**src/rtl/ifu_fetch_pkg.sv**
```systemverilog
// ============================================================================
// Module      : ifu_fetch_pkg
// Description : Shared constants and IF/ID bundle type for the fetch unit.
//               Optional build macro: IFU_FETCH_EXC_EN (adds the exc field).
// Revision    : 1.0 - initial release
// ============================================================================
`default_nettype none

package ifu_fetch_pkg;

    localparam int          c_instr_w          = 32;
    localparam logic [31:0] c_pc_reset_default = 32'h0000_3000;
    localparam logic [31:0] c_nop              = 32'h0000_0000;

    typedef struct packed {
        logic [c_instr_w-1:0] instr;
        logic [31:0]          pc;
        logic [31:0]          pc4;
`ifdef IFU_FETCH_EXC_EN
        logic                 exc;
`endif
    } ifid_t;

    function automatic logic [31:0] next_pc(input logic [31:0] pc);
        return pc + 32'd4;
    endfunction

endpackage

`default_nettype wire

```
**src/rtl/ifu_fetch_if.sv**
```systemverilog
// ============================================================================
// Module      : ifu_fetch_if
// Description : Instruction-memory, pipeline-control and IF/ID signal bundle.
//               Optional build macro: IFU_FETCH_EXC_EN (adds d_exc).
// Revision    : 1.0 - initial release
// ============================================================================
`default_nettype none

interface ifu_fetch_if #(
    parameter int ADDR_W = 12
);
    import ifu_fetch_pkg::*;

    logic [ADDR_W-1:0]    im_addr;
    logic [c_instr_w-1:0] im_instr;
    logic                 stall;
    logic                 redir_valid;
    logic [31:0]          redir_pc;
    logic                 d_valid;
    logic                 d_ready;
    logic [c_instr_w-1:0] d_instr;
    logic [31:0]          d_pc;
    logic [31:0]          d_pc4;
    logic [31:0]          fetch_cnt;
`ifdef IFU_FETCH_EXC_EN
    logic                 d_exc;
`endif

    // Fetch unit side
    modport master (
`ifdef IFU_FETCH_EXC_EN
        output d_exc,
`endif
        output im_addr, d_valid, d_instr, d_pc, d_pc4, fetch_cnt,
        input  im_instr, stall, redir_valid, redir_pc, d_ready
    );

    // Memory / pipeline side
    modport slave (
`ifdef IFU_FETCH_EXC_EN
        input  d_exc,
`endif
        input  im_addr, d_valid, d_instr, d_pc, d_pc4, fetch_cnt,
        output im_instr, stall, redir_valid, redir_pc, d_ready
    );

endinterface

`default_nettype wire

```
**src/rtl/ifu_fetch.sv**
```systemverilog
// ============================================================================
// Module      : ifu_fetch
// Description : Instruction fetch unit - PC, instruction-memory addressing and
//               IF/ID register with valid/ready, stall, redirect and counter.
//               Optional build macro: IFU_FETCH_EXC_EN (fetch fault detection).
// Revision    : 1.0 - initial release
// ============================================================================
`default_nettype none

module ifu_fetch
    import ifu_fetch_pkg::*;
#(
    parameter logic [31:0] PC_RESET = c_pc_reset_default,
    parameter int          ADDR_W   = 12
) (
    input  wire logic  clk,
    input  wire logic  reset,
    ifu_fetch_if.master bus
);

    logic [31:0] r_pc;
    logic        r_valid;
    ifid_t       r_ifid;
    logic [31:0] r_cnt;

    logic        w_adv;
    logic        w_go;
    ifid_t       w_load;

    assign w_adv = !r_valid || bus.d_ready;
    assign w_go  = w_adv && !bus.stall && !bus.redir_valid;

    assign bus.im_addr = ADDR_W'((r_pc - PC_RESET) >> 2);

`ifdef IFU_FETCH_EXC_EN
    // 33-bit bound so a window ending at 2^32 still compares correctly
    localparam logic [32:0] c_pc_end = {1'b0, PC_RESET} + (33'd1 << (ADDR_W + 2));

    logic w_exc;
    assign w_exc = (r_pc[1:0] != 2'b00) || (r_pc < PC_RESET) ||
                   ({1'b0, r_pc} >= c_pc_end);
`endif

    always_comb begin
        w_load.instr = bus.im_instr;
        w_load.pc    = r_pc;
        w_load.pc4   = next_pc(r_pc);
`ifdef IFU_FETCH_EXC_EN
        w_load.exc   = w_exc;
        if (w_exc) begin
            w_load.instr = c_nop;
        end
`endif
    end

    always_ff @(posedge clk) begin
        if (reset) begin
            r_pc         <= PC_RESET;
            r_valid      <= 1'b0;
            r_ifid.instr <= c_nop;
            r_ifid.pc    <= PC_RESET;
            r_ifid.pc4   <= next_pc(PC_RESET);
`ifdef IFU_FETCH_EXC_EN
            r_ifid.exc   <= 1'b0;
`endif
            r_cnt        <= 32'd0;
        end else if (bus.redir_valid) begin
            // Flush: any blocked instruction is dropped, no delay slot
            r_pc    <= bus.redir_pc;
            r_valid <= 1'b0;
        end else if (w_go) begin
            r_ifid  <= w_load;
            r_valid <= 1'b1;
            r_pc    <= next_pc(r_pc);
            r_cnt   <= r_cnt + 32'd1;
        end else if (w_adv) begin
            r_valid <= 1'b0;
        end
    end

    assign bus.d_valid   = r_valid;
    assign bus.d_instr   = r_ifid.instr;
    assign bus.d_pc      = r_ifid.pc;
    assign bus.d_pc4     = r_ifid.pc4;
    assign bus.fetch_cnt = r_cnt;
`ifdef IFU_FETCH_EXC_EN
    assign bus.d_exc     = r_ifid.exc;
`endif

endmodule

`default_nettype wire

```
**src/flat_wrapper.sv**
```systemverilog
// flat-port wrapper written by rule: the top's interface ports become plain ports
module ifu_fetch_flat import ifu_fetch_pkg::*;
#(
    parameter logic [31:0] PC_RESET = c_pc_reset_default,
    parameter int          ADDR_W   = 12
)
  (clk, reset, bus_im_addr, bus_d_valid, bus_d_instr, bus_d_pc, bus_d_pc4, bus_fetch_cnt, bus_im_instr, bus_stall, bus_redir_valid, bus_redir_pc, bus_d_ready);
  ifu_fetch_if #(.ADDR_W(ADDR_W)) bus_i ();
  input  wire logic clk;
  input  wire logic reset;
  output wire logic [$bits(bus_i.im_addr)-1:0] bus_im_addr;
  output wire logic [$bits(bus_i.d_valid)-1:0] bus_d_valid;
  output wire logic [$bits(bus_i.d_instr)-1:0] bus_d_instr;
  output wire logic [$bits(bus_i.d_pc)-1:0] bus_d_pc;
  output wire logic [$bits(bus_i.d_pc4)-1:0] bus_d_pc4;
  output wire logic [$bits(bus_i.fetch_cnt)-1:0] bus_fetch_cnt;
  input wire logic [$bits(bus_i.im_instr)-1:0] bus_im_instr;
  input wire logic [$bits(bus_i.stall)-1:0] bus_stall;
  input wire logic [$bits(bus_i.redir_valid)-1:0] bus_redir_valid;
  input wire logic [$bits(bus_i.redir_pc)-1:0] bus_redir_pc;
  input wire logic [$bits(bus_i.d_ready)-1:0] bus_d_ready;
  assign bus_im_addr = bus_i.im_addr;
  assign bus_d_valid = bus_i.d_valid;
  assign bus_d_instr = bus_i.d_instr;
  assign bus_d_pc = bus_i.d_pc;
  assign bus_d_pc4 = bus_i.d_pc4;
  assign bus_fetch_cnt = bus_i.fetch_cnt;
  assign bus_i.im_instr = bus_im_instr;
  assign bus_i.stall = bus_stall;
  assign bus_i.redir_valid = bus_redir_valid;
  assign bus_i.redir_pc = bus_redir_pc;
  assign bus_i.d_ready = bus_d_ready;
  ifu_fetch #(.PC_RESET(PC_RESET), .ADDR_W(ADDR_W)) u_core (.clk(clk), .reset(reset), .bus(bus_i));
endmodule
```
**config.mk**
```make
export PLATFORM = sky130hd
export DESIGN_NAME = ifu_fetch_flat
export DESIGN_NICKNAME = d
export VERILOG_FILES = /design/src/rtl/ifu_fetch_pkg.sv /design/src/rtl/ifu_fetch_if.sv /design/src/rtl/ifu_fetch.sv /design/src/flat_wrapper.sv
export SDC_FILE = /design/constraint.sdc
export NUM_CORES = 1
export LEC_CHECK = 0
export BUFFER_PORTS_ARGS = -buffer_cell sky130_fd_sc_hd__buf_2
export CAP_MARGIN = 10
export CORE_UTILIZATION = 38
export CTS_CLUSTER_SIZE = 24
export DETAILED_ROUTE_END_ITERATION = 8
export GPL_TIMING_DRIVEN = 0
export HOLD_SLACK_MARGIN = 0.02
export PLACE_DENSITY = 0.62
export SKIP_CTS_REPAIR_TIMING = 1
export SLEW_MARGIN = 5
export SYNTH_ARGS = -nofsm -noshare
export SYNTH_HDL_FRONTEND = slang
export SYNTH_SLANG_ARGS = --single-unit
```
**constraint.sdc**
```tcl
create_clock -name clk -period 3.7 [get_ports clk]
set_input_delay 0.185 -clock clk [delete_from_list [all_inputs] [get_ports clk]]
set_output_delay 0.185 -clock clk [all_outputs]
set_load 0.1 [all_outputs]
```
==> qor.txt, run 1 <==
run status = finished with violations
failing checks = hold timing
Gate Count Post-Synth = 862
syn nets = 934
share of layout cells above drive strength 1 = 25.0%
Synth cell types = 40
Hold Slack = -0.0111 ns
storage element area = 3180 um^2
multi-input logic area = 3430 um^2
synthesized area per cell = 8.15 um^2
die area = 19,000 um^2
I/O Buffers = 208
grt ovf = 0
min-delay worst type = in2reg
critical path's slowest cell = nor2_1
commonest non-fill, non-tap cells in the layout = buf_2 (222), nand2_1 (168), dfxtp_1 (159)
RSZ-0062 raised after global routing = false
setup TNS = 0 ns
wire length per cell = 16.2 um
top cells by area, synth = dfxtp_1 (45%), nand2_1 (9.0%), a21oi_1 (6.8%), xor2_1 (5.9%), xnor2_1 (4.6%)
final net count = 1,194
Final setup viols = 0
Clock Tree Root = clkbuf_16
CP max stage delay = 0.67 ns
via count = 6,851
relative slew slack = 26.0%
CP cell instances = nor2b_1, clkbuf_1, nor2_1, nand2_1, clkbuf_1, nand2_1, o211ai_1
vias in the first global route = 6,064
drt pass-1 iters = 5
Slew @ Worst Pin = 1.10 ns
Mapped Area = 7020 um^2
Period Utilization, post-route = 69.4%
Layout Area Growth over Synthesis = 32.1%
crit path max fanout = 10
diode count = 0
Worst Skew = 0.00881 ns
Clk Latency, worst-skew pair = 0.43 ns
clk buf depth = 2
CP Class = reg2reg
CP bufs+invs = 2
most common cell after layout, fill and taps aside = buf_2
fill cell count = 1,824
Max IR drop VDD = 0.000375 V
Worst Setup Slack, final = 1.13 ns
Synth warnings = 0
Critical Path AT = 2.84 ns
share of Yosys cell area claimed by the top area cell type = 45.3%
Slew Viols, Final = 0
Tot GR Track Use = 22.5%
Die Height = 138 um
Vias/cell = 5.03
maxcap violations = 0
HPWL after DPL = 15,800 um
setup slack at placement = 1.18 ns
critical path startpoint category = flip-flop
Worst setup EP type = flip-flop
asr flop ratio synth = 0%
initial antenna violation count = 0
Total Wirelength = 22,000 um
pin count of the biggest net entering global routing = 17
H-tree Lvls = 4
Sink Count = 159
CTS tree = built
drt initial violations = 496
site row count = 49
Post-synth EDFFs = 0
first-pass GRT wire length = 32,300 um
DRC Markers = 0
Leakage = 0.00381 uW
clock buffer count from CTS = 17
cell type with the largest total area after synthesis = dfxtp_1
Boundary Pins = 210
gp weighted congestion = 0.833
die span in x = 138 um
cell family with most CP delay = simple AND/OR/NAND/NOR gates
core outline area = 18,000 um^2
Final Hold Vio Count = 1
antenna viol nets, final = 0
clock slew at reported path FFs = 0.07 ns
Final Critical Period = 2.57 ns
PwrDens = 482 nW/um^2
Initial Util = 39.0%
Synth Register Bits = 159
ys flop type = dfxtp_1
post-synthesis sequential area ratio = 45.3%
CP Data Required Time = 3.98 ns
FMAX = 389 MHz
[report_power, final]
group          internal, uW  leakage [uW]  total [uW]  switching (uW)
combinational           181       0.00221         845             664
clock                  1060      0.000297        1790             730
sequential             1780       0.00130        1840            50.4
total                  3020       0.00381        4470            1440
[synthesized netlist by cell type (2+ instances only)]
| library cell | instances |
|---|---|
| or2_2 | 2 |
| mux2i_1 | 2 |
| nor4_1 | 12 |
| ha_1 | 3 |
| dfxtp_1 | 159 |
| nand2_1 | 168 |
| buf_4 | 12 |
| o21a_1 | 3 |
| xnor2_1 | 37 |
| a211oi_1 | 25 |
| nor4_2 | 8 |
| buf_2 | 14 |
| xor2_1 | 47 |
| and4_1 | 6 |
| nor3_2 | 3 |
| nand3_1 | 33 |
| clkbuf_1 | 51 |
| a21oi_1 | 95 |
| and2_1 | 8 |
| and3_1 | 9 |
| nor2_1 | 65 |
| nor3_1 | 12 |
| nor4b_1 | 2 |
| o21ai_0 | 27 |
| o211ai_1 | 2 |
| buf_1 | 5 |
| nand4_1 | 31 |
| inv_1 | 6 |
| or3_1 | 4 |
[cell type report]
cell class	instances	area share (%)
Clock inverter	14	1.81
Buffer	83	4.12
Timing Repair Buffer	241	14.8
Sequential cell	159	34.3
Tap cell	229	3.09
Inverter	7	0.283
Multi-Input combinational cell	613	37.0
Clock buffer	17	4.59
[worst register-to-register path: stages, from the launching register on]
cell	delay (ns)
dfxtp_1	0.30
nor2b_1	0.12
clkbuf_1	0.23
nor2_1	0.67
nand2_1	0.46
clkbuf_1	0.40
nand2_1	0.15
o211ai_1	0.09
[metal layers]
layer / vias up / global-route usage [%] / part of all wire [%]
li1: 3439 / - / -
met1: 3185 / 30.6 / 46
met2: 205 / 35.5 / 48
met3: 22 / 4.20 / 5.2
met4: 0 / 7.61 / 1.4
met5: - / 0 / 0
[per-stage QoR]
step	area [um^2]	std cells	total power, uW	utilization, %
detailed placement	8350	1299	2690	46.3
global route	9270	1363	4610	51.4
finish	9270	1363	4470	51.4
floorplan	7020	862	2500	-
global placement	8350	1299	2680	46.3
CTS	8940	1330	4470	49.6
[flip-flops by register name, indices dropped and copies added (netlist names)]
register	flops
u_core.bus.d_valid	1
u_core.bus.d_pc	30
u_core.r_pc	32
u_core.bus.d_instr	32
u_core.bus.d_pc4	32
u_core.bus.fetch_cnt	32
[logic make-up after synthesis]
kind of cell	share of synthesized area, %
AO/OA/AOI/OAI	12.3
AND/OR/NAND/NOR	25.2
flip-flops	45.3
adder cells (fa/ha/maj)	0.535
multiplexers	0.285
XOR/XNOR	10.5
buffers and inverters	5.81
[final timing paths]
path,to,from,cells after the start,slack (ns)
max,u_core.bus.d_pc[12]$_SDFFE_PP1P_,u_core.bus.d_valid$_SDFFE_PP0P_,7,1.13
min,u_core.bus.d_instr[15]$_SDFFE_PP0P_,bus_im_instr[15],3,-0.01
max reg2reg,u_core.bus.d_pc[12]$_SDFFE_PP1P_,u_core.bus.d_valid$_SDFFE_PP0P_,7,1.13
min reg2reg,u_core.bus.d_pc4[0]$_SDFFE_PP0P_,u_core.r_pc[0]$_SDFFE_PP0P_,2,0.45
Power figures use the tool's default switching activity.
==> run 2: changes to the inputs <==
- ABC_AREA: default -> 1
- PLACE_DENSITY: 0.62 -> 0.64
- clock period: 3.7 -> 2.08 ns (I/O delays scaled with it)
==> run 2 against run 1 <==
Net effect:
- the run ends with DRC left
- combinational power up 68%
- sequential power up 77%
- sequential share of layout area down 0.92 points
- non-clock buffer count down 13
- fmax up 37%
- count of clock-buffer cells in the layout up 4
- clock power up 78%
- critical path depth up 1
- die area up 1.6%
- worst setup slack worse by 0.93 ns
- clock skew down 0.00060 ns
- register-to-register slack worse by 0.93 ns
==> qor.txt, run 2 <==
run status = finished with violations (unchanged)
failing checks = DRC (was hold timing)
relative slew slack = 56.0% (was 26.0%)
die area = 19,300 um^2 (was 19,000 um^2)
diode count = 0 (unchanged)
ys flop type = dfxtp_1 (unchanged)
WHS Path Cells = 5 (was 3)
initial antenna violation count = 0 (unchanged)
placed insts = 1,468 (was 1,299)
Hold Path Origin = bus_redir_pc[18] (was bus_im_instr[15])
DRC Markers = 10 (was 0)
RSZ-0062 raised after global routing = false (unchanged)
Post-Route M1 WL = 9990 um (was 10,100 um)
post-synthesis sequential area ratio = 44.6% (was 45.3%)
Slew @ Worst Pin = 0.659 ns (was 1.10 ns)
crit path max fanout = 6 (was 10)
final non-filler cell total = 1,546 (was 1,363)
site row count = 49 (unchanged)
Highest Signal Layer = met4 (unchanged)
Initial Util = 39.2% (was 39.0%)
PwrDens = 825 nW/um^2 (was 482 nW/um^2)
pin count of the biggest net entering global routing = 17 (unchanged)
Max IR drop VDD = 0.000559 V (was 0.000375 V)
Mapped Area = 7140 um^2 (was 7020 um^2)
Tot GR Track Use = 23.2% (was 22.5%)
clock buffer count from CTS = 17 (unchanged)
via count = 7,561 (was 6,851)
clock slew at reported path FFs = 0.06 ns (was 0.07 ns)
Synth warnings = 0 (unchanged)
Period Utilization, post-route = 90.1% (was 69.4%)
share of layout cells above drive strength 1 = 23.3% (was 25.0%)
gp weighted congestion = 0.948 (was 0.833)
Commonest cells post-synth = nand2_1 (314), dfxtp_1 (159), a21oi_1 (125) (was nand2_1 (168), dfxtp_1 (159), a21oi_1 (95))
setup TNS = 0 ns (unchanged)
Clk Latency, worst-skew pair = 0.42 ns (was 0.43 ns)
commonest non-fill, non-tap cells in the layout = nand2_1 (314), buf_2 (228), dfxtp_1 (155) (was buf_2 (222), nand2_1 (168), dfxtp_1 (159))
Synth cell types = 35 (was 40)
CP Class = reg2reg (unchanged)
syn nets = 1,103 (was 934)
asr flop ratio synth = 0% (unchanged)
most common cell in the synthesized netlist = nand2_1 (unchanged)
I/O Buffers = 208 (unchanged)
antenna viol nets, final = 0 (unchanged)
drt pass-1 iters = 9 (was 5)
wire length per cell = 15.0 um (was 16.2 um)
Final setup viols = 0 (unchanged)
top cells by area, synth = dfxtp_1 (45%), nand2_1 (17%), a21oi_1 (8.8%), inv_1 (5.4%), nor2_1 (4.7%) (was dfxtp_1 (45%), nand2_1 (9.0%), a21oi_1 (6.8%), xor2_1 (5.9%), xnor2_1 (4.6%))
share of Yosys cell area claimed by the top area cell type = 44.6% (was 45.3%)
grt ovf = 0 (unchanged)
maxcap violations = 0 (unchanged)
CP Data Required Time = 2.38 ns (was 3.98 ns)
Vias/cell = 4.89 (was 5.03)
multi-input logic area = 3250 um^2 (was 3430 um^2)
Sink Count = 159 (unchanged)
most common cell after layout, fill and taps aside = nand2_1 (was buf_2)
drt initial violations = 464 (was 496)
Hold EP = u_core.r_pc[18]$_SDFFE_PP0P_ (was u_core.bus.d_instr[15]$_SDFFE_PP0P_)
final net count = 1,376 (was 1,194)
core outline area = 18,200 um^2 (was 18,000 um^2)
Reg-to-Reg Start = u_core.r_pc[3]$_SDFFE_PP0P_ (was u_core.bus.d_valid$_SDFFE_PP0P_)
simple-gate share of the synthesized area = 29.5% (was 25.2%)
clk buf depth = 2 (unchanged)
Layout Area Growth over Synthesis = 33.7% (was 32.1%)
Reg2Reg Setup Slack = 0.21 ns (was 1.13 ns)
critical path startpoint category = flip-flop (unchanged)
CTS tree = built (unchanged)
die span in x = 139 um (was 138 um)
Critical Path AT = 2.18 ns (was 2.84 ns)
placed cell area = 8470 um^2 (was 8350 um^2)
metal3 WL = 1470 um (was 1150 um)
first-pass GRT wire length = 35,000 um (was 32,300 um)
storage element area = 3190 um^2 (was 3180 um^2)
adder-cell share of the synthesized area = 0.526% (was 0.535%)
Final Critical Period = 1.87 ns (was 2.57 ns)
vias in the first global route = 6,717 (was 6,064)
Final Hold Vio Count = 0 (was 1)
main combinational cell family by area after synthesis = simple AND/OR/NAND/NOR gates (unchanged)
Leakage = 0.00434 uW (was 0.00381 uW)
min-delay worst type = in2reg (unchanged)
Total Wirelength = 23,200 um (was 22,000 um)
H-tree Lvls = 4 (unchanged)
Synth Register Bits = 159 (unchanged)
Boundary Pins = 210 (unchanged)
Clock Tree Root = clkbuf_16 (unchanged)
HPWL after DPL = 17,100 um (was 15,800 um)
synthesized area per cell = 6.92 um^2 (was 8.15 um^2)
Synth Area in XOR/XNOR = 1.10% (was 10.5%)
Worst setup EP type = flip-flop (unchanged)
post-layout util = 52.4% (was 51.4%)
FMAX = 534 MHz (was 389 MHz)
DR WL met2 = 11,100 um (was 10,500 um)
Slew Viols, Final = 0 (unchanged)
cell type with the largest total area after synthesis = dfxtp_1 (unchanged)
compound-cell area share of the yosys netlist = 14.4% (was 12.3%)
R2R cell count = 8 (was 7)
Die Height = 139 um (was 138 um)
reg2reg end = u_core.r_pc[12]$_SDFFE_PP1P_ (was u_core.bus.d_pc[12]$_SDFFE_PP1P_)
Worst Skew = 0.00821 ns (was 0.00881 ns)
Design Area, Final = 9540 um^2 (was 9270 um^2)
Gate Count Post-Synth = 1,031 (was 862)
fill cell count = 1,806 (was 1,824)
Post-synth EDFFs = 0 (unchanged)
Total Power = 7870 uW (was 4470 uW)
multiplexer share of the synthesized area = 0% (was 0.285%)
[run 2: cell types whose count changed after synthesis, moves of 24 or more]
cell,change
nand2_1,+146
inv_1,+97
xor2_1,-39
xnor2_1,-36
clkbuf_1,-32
a21oi_1,+30
o21ai_0,+29
a211oi_1,-24
nor2_1,+24
[run 2: cell families (layout without fill, tap and decap cells)]
| logic type | Yosys count | count (layout) |
|---|---|---|
| simple gates | 497 | 497 |
| compound gates | 199 | 199 |
| buf+inv | 164 | 450 |
| flops | 159 | 159 |
| xor+xnor | 9 | 9 |
| fa+ha+maj | 3 | 3 |
[run 2: power by group]
part / switching (uW) / total, uW / internal (uW)
Clock: 1290 / 3190 / 1900
Combinational: 1100 / 1420 / 315
Sequential: 95.9 / 3260 / 3170
Total: 2490 / 7870 / 5380
[run 2: metal layers]
metal / vias up / global-route usage [%]
met2: 245 / 39.2
met3: 44 / 4.80
met5: - / 0
li1: 3824 / -
met4: 0 / 8.65
met1: 3448 / 29.2
[run 2: worst max path at each step]
stage	start	to	slack, ns	cells past startpoint
6_report	u_core.r_pc[3]$_SDFFE_PP0P_	u_core.r_pc[12]$_SDFFE_PP1P_	0.21	8
5_1_grt	u_core.r_pc[3]$_SDFFE_PP0P_	u_core.bus.d_pc4[12]$_SDFFE_PP1P_	0.09	8
4_1_cts	u_core.r_pc[3]$_SDFFE_PP0P_	u_core.r_pc[12]$_SDFFE_PP1P_	0.26	8
3_5_place_dp	u_core.r_pc[3]$_SDFFE_PP0P_	u_core.r_pc[12]$_SDFFE_PP1P_	0.28	8
3_3_place_gp	u_core.r_pc[3]$_SDFFE_PP0P_	u_core.r_pc[28]$_SDFFE_PP0P_	0.31	10
2_1_floorplan	u_core.bus.fetch_cnt[17]$_SDFFE_PP0P_	u_core.bus.fetch_cnt[26]$_SDFFE_PP0P_	0.007	9
[run 2: area by class of cell]
type                            count  share of cell area, %
Clock inverter                     11                   1.36
Sequential cell                   159                   33.4
Clock buffer                       21                   5.04
Buffer                             57                   3.17
Multi-Input combinational cell    708                   34.1
Tap cell                          229                   3.00
Inverter                          107                   4.22
Timing Repair Buffer              254                   15.7
[run 2: critical path, cell delays in order, from the launching register on]
cell and delay (ns):
dfxtp_1 0.47, ha_1 0.24, nand2_2 0.11, inv_1 0.16, nand3_2 0.13, nor2_2 0.24, nand2_1 0.09, a31oi_1 0.23
nand2_1 0.07
[run 2: through the flow]
step	setup WS (ns)	hold slack, ns
6_report	0.207	0.0263
5_1_grt	0.0877	0.0509
4_1_cts	0.257	-0.137
3_5_place_dp	0.276	0.309
3_3_place_gp	0.311	0.308
2_1_floorplan	0.00724	0.208
